<file path="src/rtl/mem_router.sv">
// Routes the arbiter's single memory port to RAM, UART or timer by address decode,
// issuing a one-cycle slave request and returning ready/rdata, or an error response.
module mem_router #(
    parameter logic [31:0] RAM_BASE   = 32'h0000_0000,
    parameter logic [31:0] RAM_MASK   = 32'hFFF0_0000,
    parameter logic [31:0] UART_BASE  = 32'h1000_0000,
    parameter logic [31:0] UART_MASK  = 32'hFFFF_F000,
    parameter logic [31:0] TIMER_BASE = 32'h2000_0000,
    parameter logic [31:0] TIMER_MASK = 32'hFFFF_0000,
    parameter int unsigned TIMEOUT    = 1024
) (
    input  logic        clk,
    input  logic        rst,
    input  logic        memory_valid,
    input  logic        memory_instr,
    input  logic [31:0] memory_addr,
    input  logic [31:0] memory_wdata,
    input  logic [3:0]  memory_wstrb,
    output logic [31:0] memory_rdata,
    output logic        memory_ready,
    output logic        memory_error,
    output logic        slv_instr,
    output logic [31:0] slv_addr,
    output logic [31:0] slv_wdata,
    output logic [3:0]  slv_wstrb,
    output logic        ram_valid,
    output logic        uart_valid,
    output logic        timer_valid,
    input  logic        ram_ready,
    input  logic        uart_ready,
    input  logic        timer_ready,
    input  logic [31:0] ram_rdata,
    input  logic [31:0] uart_rdata,
    input  logic [31:0] timer_rdata
);

    typedef enum logic [1:0] {IDLE, REQ, WAIT, ERR} state_t;
    typedef enum logic [1:0] {SEL_NONE, SEL_RAM, SEL_UART, SEL_TIMER} sel_t;

    localparam int CW = (TIMEOUT > 0) ? $clog2(TIMEOUT + 1) : 1;
    localparam logic [CW-1:0] CNT_MAX = CW'(TIMEOUT);

    state_t        state_q, state_d;
    sel_t          sel_q, sel_d;
    logic [CW-1:0] cnt_q, cnt_d;
    logic          instr_q, instr_d;
    logic [31:0]   addr_q, addr_d;
    logic [31:0]   wdata_q, wdata_d;
    logic [3:0]    wstrb_q, wstrb_d;

    logic          hitRam, hitUart, hitTimer;
    logic          selReady, timeoutHit;
    logic [31:0]   selRdata;
    logic [CW-1:0] cntInc;

    assign slv_instr = instr_q;
    assign slv_addr  = addr_q;
    assign slv_wdata = wdata_q;
    assign slv_wstrb = wstrb_q;

    assign hitRam   = (memory_addr & RAM_MASK)   == RAM_BASE;
    assign hitUart  = (memory_addr & UART_MASK)  == UART_BASE;
    assign hitTimer = (memory_addr & TIMER_MASK) == TIMER_BASE;

    // Only the latched selection may complete a transaction; other readies are ignored.
    always_comb begin
        selReady = 1'b0;
        selRdata = 32'h0;
        case (sel_q)
            SEL_RAM:   begin selReady = ram_ready;   selRdata = ram_rdata;   end
            SEL_UART:  begin selReady = uart_ready;  selRdata = uart_rdata;  end
            SEL_TIMER: begin selReady = timer_ready; selRdata = timer_rdata; end
            default:   begin selReady = 1'b0;        selRdata = 32'h0;       end
        endcase
    end

    // Counter saturates at TIMEOUT; with TIMEOUT=0 it never matches and WAIT holds forever.
    assign cntInc     = (cnt_q == CNT_MAX) ? cnt_q : cnt_q + CW'(1);
    assign timeoutHit = (TIMEOUT != 0) && (cnt_q == CNT_MAX);

    always_comb begin
        state_d      = state_q;
        sel_d        = sel_q;
        cnt_d        = cnt_q;
        instr_d      = instr_q;
        addr_d       = addr_q;
        wdata_d      = wdata_q;
        wstrb_d      = wstrb_q;
        memory_ready = 1'b0;
        memory_error = 1'b0;
        memory_rdata = 32'h0;
        ram_valid    = 1'b0;
        uart_valid   = 1'b0;
        timer_valid  = 1'b0;
        case (state_q)
            IDLE: begin
                if (memory_valid) begin
                    instr_d = memory_instr;
                    addr_d  = memory_addr;
                    wdata_d = memory_wdata;
                    wstrb_d = memory_wstrb;
                    cnt_d   = '0;
                    state_d = REQ;
                    if (hitRam) begin
                        sel_d = SEL_RAM;
                    end else if (hitUart && !memory_instr) begin
                        sel_d = SEL_UART;
                    end else if (!hitUart && hitTimer && !memory_instr) begin
                        sel_d = SEL_TIMER;
                    end else begin
                        sel_d   = SEL_NONE;
                        state_d = ERR;
                    end
                end
            end
            REQ: begin
                ram_valid   = (sel_q == SEL_RAM);
                uart_valid  = (sel_q == SEL_UART);
                timer_valid = (sel_q == SEL_TIMER);
                cnt_d       = cntInc;
                if (selReady) begin
                    memory_ready = 1'b1;
                    memory_rdata = selRdata;
                    sel_d        = SEL_NONE;
                    state_d      = IDLE;
                end else begin
                    state_d = WAIT;
                end
            end
            WAIT: begin
                cnt_d = cntInc;
                if (selReady) begin
                    memory_ready = 1'b1;
                    memory_rdata = selRdata;
                    sel_d        = SEL_NONE;
                    state_d      = IDLE;
                end else if (timeoutHit) begin
                    memory_ready = 1'b1;
                    memory_error = 1'b1;
                    sel_d        = SEL_NONE;
                    state_d      = IDLE;
                end
            end
            ERR: begin
                memory_ready = 1'b1;
                memory_error = 1'b1;
                sel_d        = SEL_NONE;
                state_d      = IDLE;
            end
            default: begin
                sel_d   = SEL_NONE;
                state_d = IDLE;
            end
        endcase
    end

    always_ff @(posedge clk) begin
        if (!rst) begin
            state_q <= IDLE;
            sel_q   <= SEL_NONE;
            cnt_q   <= '0;
            instr_q <= 1'b0;
            addr_q  <= 32'h0;
            wdata_q <= 32'h0;
            wstrb_q <= 4'h0;
        end else begin
            state_q <= state_d;
            sel_q   <= sel_d;
            cnt_q   <= cnt_d;
            instr_q <= instr_d;
            addr_q  <= addr_d;
            wdata_q <= wdata_d;
            wstrb_q <= wstrb_d;
        end
    end

endmodule

</file>
<file path="config.mk">
export PLATFORM = sky130hd
export DESIGN_NAME = mem_router
export DESIGN_NICKNAME = d
export VERILOG_FILES = /design/src/rtl/mem_router.sv
export SDC_FILE = /design/constraint.sdc
export NUM_CORES = 1
export LEC_CHECK = 0
export ABC_AREA = 1
export CAP_MARGIN = 10
export CORE_MARGIN = 2
export CORE_UTILIZATION = 36
export DETAILED_ROUTE_END_ITERATION = 8
export GPL_TIMING_DRIVEN = 0
export HOLD_SLACK_MARGIN = 0.05
export PLACE_DENSITY = 0.8
export SLEW_MARGIN = 15
export SYNTH_ARGS = -nofsm -noshare
export SYNTH_HDL_FRONTEND = slang
export SYNTH_SLANG_ARGS = --single-unit
</file>
<file path="constraint.sdc">
create_clock -name clk -period 2 [get_ports clk]
set_input_delay 0.2 -clock clk [delete_from_list [all_inputs] [get_ports clk]]
set_output_delay 0.2 -clock clk [all_outputs]
set_load 0.1 [all_outputs]
</file>
==> impl_metrics.xml <==
<?xml version="1.0" encoding="UTF-8"?>
<metrics>
  <group name="cts">
    <metric name="cts_htree_levels" unit="">3</metric>
    <metric name="clk_path_buf_depth" unit="">2</metric>
    <metric name="clock_tree.root_cell" unit="">sky130_fd_sc_hd__clkbuf_16</metric>
    <metric name="cts-buffers-inserted" unit="">9</metric>
    <metric name="clkLatencyLatePin" unit="ns">0.33</metric>
    <metric name="clkSlewWorstSetupHoldPaths" unit="ns">0.06</metric>
    <metric name="clock_sinks" unit="">84</metric>
    <metric name="tritoncts" unit="">built</metric>
  </group>
  <group name="logic_synthesis">
    <metric name="dominantRegCellSynth" unit="">sky130_fd_sc_hd__dfxtp_1</metric>
    <metric name="number_of_flops_mapped_to_enable_cells_by_yosys" unit="">0</metric>
    <metric name="avgSynthCellArea" unit="um^2">6.56</metric>
    <metric name="postSynthRegisterBits" unit="">84</metric>
    <metric name="yosysWarningCount" unit="">0</metric>
    <metric name="async_reset_ff_share" unit="%">0</metric>
    <metric name="syn-num-nets" unit="">820</metric>
    <metric name="synthCells" unit="">642</metric>
    <metric name="post_synth_instance_area" unit="mm^2">0.00421</metric>
    <metric name="synth-seq-area-share" unit="%">40.0</metric>
    <metric name="synth.distinct_cells" unit="">32</metric>
  </group>
  <group name="detailed_routing">
    <metric name="route.detailed.vias_per_inst" unit="">4.89</metric>
    <metric name="dr_total_vias" unit="">5315</metric>
    <metric name="average_wire_length_per_cell_after_detail_routing" unit="um">15.8</metric>
    <metric name="drt_pre_antenna_iters" unit="">5</metric>
    <metric name="detail_route.wirelength" unit="mm">17.2</metric>
    <metric name="post-route-drc-count" unit="">0</metric>
    <metric name="detail-route-antenna-nets" unit="">0</metric>
    <metric name="drt_iter0_drc" unit="">275</metric>
  </group>
  <group name="setup_path">
    <metric name="cp_max_fo" unit="">10</metric>
    <metric name="cp.arrival" unit="ns">1.79</metric>
    <metric name="worstPathRequired" unit="ns">1.80</metric>
    <metric name="crit_start" unit="">sel_q[1]$_SDFFE_PN0P_</metric>
    <metric name="element_type_at_the_critical_path_start" unit="">flip-flop</metric>
    <metric name="worstSetupEndpointType" unit="">output pin</metric>
    <metric name="critical_setup_path_kind" unit="">reg2out</metric>
    <metric name="r2r-start" unit="">state_q[1]$_SDFFE_PN0P_</metric>
  </group>
  <group name="final_layout">
    <metric name="insertedDiodeCount" unit="">0</metric>
    <metric name="final_area" unit="mm^2">0.00826</metric>
    <metric name="post_layout_nonfiller_instances" unit="">1086</metric>
    <metric name="area_delta_synth_final" unit="%">96.3</metric>
    <metric name="final_nets" unit="">1117</metric>
    <metric name="final_layout_size_suffix_gt1_share" unit="%">15.4</metric>
    <metric name="layout.filler_cells" unit="">940</metric>
  </group>
  <group name="place">
    <metric name="portBuffers" unit="">275</metric>
    <metric name="dp.final_hpwl" unit="mm">12.5</metric>
    <metric name="globalplace.congestion" unit="">0.902</metric>
    <metric name="dpl_cell_area" unit="mm^2">0.00736</metric>
    <metric name="placedCellCount" unit="">1060</metric>
  </group>
  <group name="floorplan">
    <metric name="io_pins" unit="">277</metric>
    <metric name="core_region_area" unit="mm^2">0.0114</metric>
    <metric name="dieHeight" unit="um">112</metric>
    <metric name="initial_util" unit="%">36.9</metric>
    <metric name="placement_rows" unit="">39</metric>
    <metric name="fp.dieW" unit="um">112</metric>
    <metric name="die-area" unit="mm^2">0.0126</metric>
  </group>
  <group name="pwr">
    <metric name="power" unit="mW">9.64</metric>
    <metric name="power.density" unit="mW/mm^2">1170</metric>
    <metric name="net_sw_power" unit="mW">5.29</metric>
    <metric name="power.share.clock" unit="%">15.2</metric>
    <metric name="part_of_the_total_power_dissipated_in_sequential_elements" unit="%">24.1</metric>
    <metric name="p_comb_share" unit="%">60.7</metric>
    <metric name="irDropWorstVdd" unit="uV">1130</metric>
    <metric name="intPower" unit="mW">4.36</metric>
    <metric name="switching_share_of_power" unit="%">54.8</metric>
    <metric name="power.static_leakage" unit="nW">3.27</metric>
  </group>
  <group name="grt">
    <metric name="first_pass_grt_wire_length" unit="mm">25.2</metric>
    <metric name="grt_start_max_net_pins" unit="">13</metric>
    <metric name="grt.total_usage" unit="%">24.9</metric>
    <metric name="grt_antenna_before_repair" unit="">0</metric>
    <metric name="grt_remaining_overflow" unit="">0</metric>
    <metric name="number_of_global_route_vias_before_repair" unit="">4988</metric>
  </group>
  <group name="sta">
    <metric name="setup_viol" unit="">0</metric>
    <metric name="share_of_the_clock_period_used_by_the_worst_path_after_layout" unit="%">99.6</metric>
    <metric name="timing.slew.headroom" unit="%">32.7</metric>
    <metric name="worst_pin_slew" unit="ns">1.01</metric>
    <metric name="maxClockFrequency" unit="MHz">502</metric>
    <metric name="report.final.hold_viol_count" unit="">0</metric>
    <metric name="setup_repair_after_global_routing_missed_its_margin" unit="">yes</metric>
    <metric name="skew" unit="ns">0.00395</metric>
    <metric name="period_needed" unit="ns">1.99</metric>
    <metric name="number_of_pins_exceeding_their_max_slew_limit_in_the_final_report" unit="">0</metric>
    <metric name="hold_slack" unit="ns">0.232</metric>
  </group>
  <group name="hold_path">
    <metric name="hp-class" unit="">in2reg</metric>
    <metric name="min-delay-start" unit="">rst</metric>
  </group>
  <group name="flow_run">
    <metric name="drv_cap" unit="">0</metric>
  </group>
  <group name="status">
    <metric name="result_of_the_run" unit="">completed</metric>
  </group>
</metrics>
==> state kept, by name, indices dropped and copies added (netlist names) <==
| name | count |
|---|---|
| slv_addr | 32 |
| slv_wdata | 32 |
| slv_wstrb | 4 |
| sel_q | 2 |
| state_q | 2 |
| slv_instr | 1 |
| cnt_q | 11 |
==> synthesized netlist by cell type, types with 2 or more instances <==
cell,number,area [um^2]
sky130_fd_sc_hd__a21oi_1,22,110
sky130_fd_sc_hd__a21oi_2,2,17.5
sky130_fd_sc_hd__a31oi_1,32,200
sky130_fd_sc_hd__buf_2,12,60.1
sky130_fd_sc_hd__buf_6,4,45.0
sky130_fd_sc_hd__clkbuf_1,18,67.6
sky130_fd_sc_hd__dfxtp_1,84,1680
sky130_fd_sc_hd__ha_1,7,87.6
sky130_fd_sc_hd__inv_1,37,139
sky130_fd_sc_hd__inv_2,4,15.0
sky130_fd_sc_hd__nand2_1,148,556
sky130_fd_sc_hd__nand2_2,2,12.5
sky130_fd_sc_hd__nand3_1,16,80.1
sky130_fd_sc_hd__nand4_1,7,43.8
sky130_fd_sc_hd__nor2_1,150,563
sky130_fd_sc_hd__nor2_2,5,31.3
sky130_fd_sc_hd__nor3_1,4,20.0
sky130_fd_sc_hd__o21ai_0,72,360
sky130_fd_sc_hd__o21ai_1,3,15.0
==> placed cells by master, fill, tap and decap left out, types with 4 or more instances in the layout <==
cell and instances:
sky130_fd_sc_hd__nor2_4 4, sky130_fd_sc_hd__dfxtp_4 4, sky130_fd_sc_hd__clkdlybuf4s50_1 169, sky130_fd_sc_hd__a31oi_4 31, sky130_fd_sc_hd__buf_4 16, sky130_fd_sc_hd__nand3_1 15
sky130_fd_sc_hd__buf_2 6, sky130_fd_sc_hd__nor2_2 5, sky130_fd_sc_hd__clkbuf_16 11, sky130_fd_sc_hd__nand4_1 7, sky130_fd_sc_hd__nand2_1 147, sky130_fd_sc_hd__inv_1 31
sky130_fd_sc_hd__dlygate4sd2_1 69, sky130_fd_sc_hd__inv_2 8, sky130_fd_sc_hd__dfxtp_1 79, sky130_fd_sc_hd__buf_12 18, sky130_fd_sc_hd__o21ai_0 72, sky130_fd_sc_hd__a21oi_1 21
sky130_fd_sc_hd__clkbuf_1 21, sky130_fd_sc_hd__buf_6 10, sky130_fd_sc_hd__buf_8 10, sky130_fd_sc_hd__ha_1 6, sky130_fd_sc_hd__nor2_1 147
==> area by class of cell <==
cell class              instances  area, um^2  area share (%)
plain buffers                  35         230            2.79
repair buffers                287        3010            36.4
flip-flops and latches         84        1700            20.5
well taps                     143         179            2.17
multi-input cells             480        2730            33.0
inverters                      42         165            2.00
clock buffers                  13         240            2.91
clock inverters                 2        12.5           0.151
==> through the flow <==
| step | TNS (ns) | util, % | worst slack (ns) |
|---|---|---|---|
| finish | 0 | 72.4 | 0.00790 |
| floorplan | -7.27 | - | -0.235 |
| global route | -0.450 | 72.4 | -0.0613 |
| detailed placement | -25.56 | 64.5 | -0.798 |
| CTS | -0.770 | 68.3 | -0.0585 |
| global placement | -25.37 | 64.5 | -0.789 |
==> power by group through the flow <==
stage          clock network, mW  logic, mW  registers, mW
6_report                    1.46       5.85           2.33
3_3_place_gp                   0       5.72           2.33
2_1_floorplan                  0       1.61           4.94
4_1_cts                     1.50       5.65           2.32
3_5_place_dp                   0       5.73           2.35
5_1_grt                     1.57       6.19           2.38
==> critical path: stages, from the launching register on <==
cell and delay [ns]:
sky130_fd_sc_hd__dfxtp_4 0.37, sky130_fd_sc_hd__inv_6 0.08, sky130_fd_sc_hd__nand2_4 0.06, sky130_fd_sc_hd__inv_1 0.15, sky130_fd_sc_hd__buf_4 0.21, sky130_fd_sc_hd__nand2_1 0.13, sky130_fd_sc_hd__a31oi_4 0.21, sky130_fd_sc_hd__buf_6 0.25
==> kinds of logic after synthesis <==
| group | share of synthesized area [%] |
|---|---|
| compound gates | 17.5 |
| fa+ha+maj | 2.08 |
| buf+inv | 8.11 |
| flops | 40.0 |
| simple gates | 32.4 |
==> routing by layer <==
layer / part of all wire, % / GRT usage (%) / wire (um)
met2: 50 / 46.1 / 8670
met5: 0 / 0 / 0
met1: 37 / 25.4 / 6430
met3: 9.9 / 10.7 / 1690
met4: 2.3 / 7.24 / 394
==> final timing paths <==
path	slack, ns	cells after the start	end
worst max register to register	0.27	9	cnt_q[9]$_SDFFE_PN0P_
worst min register to register	0.47	2	slv_addr[5]$_SDFFE_PN0P_
worst max-delay path	0.008	7	memory_rdata[18]
worst min-delay path	0.23	3	slv_addr[13]$_SDFFE_PN0P_
==> timing repair <==
| action | CTS | global route |
|---|---|---|
| hold endpoints to repair | 0 | 0 |
| buffers inserted | 1 | 8 |
| cloned | 1 | 2 |
| endpoints found under the setup margin | 106 | 34 |
| gates resized for setup | 363 | 76 |
| pin swaps | 0 | 4 |
| hold buffers | 0 | 0 |
Power figures use the tool's default switching activity.
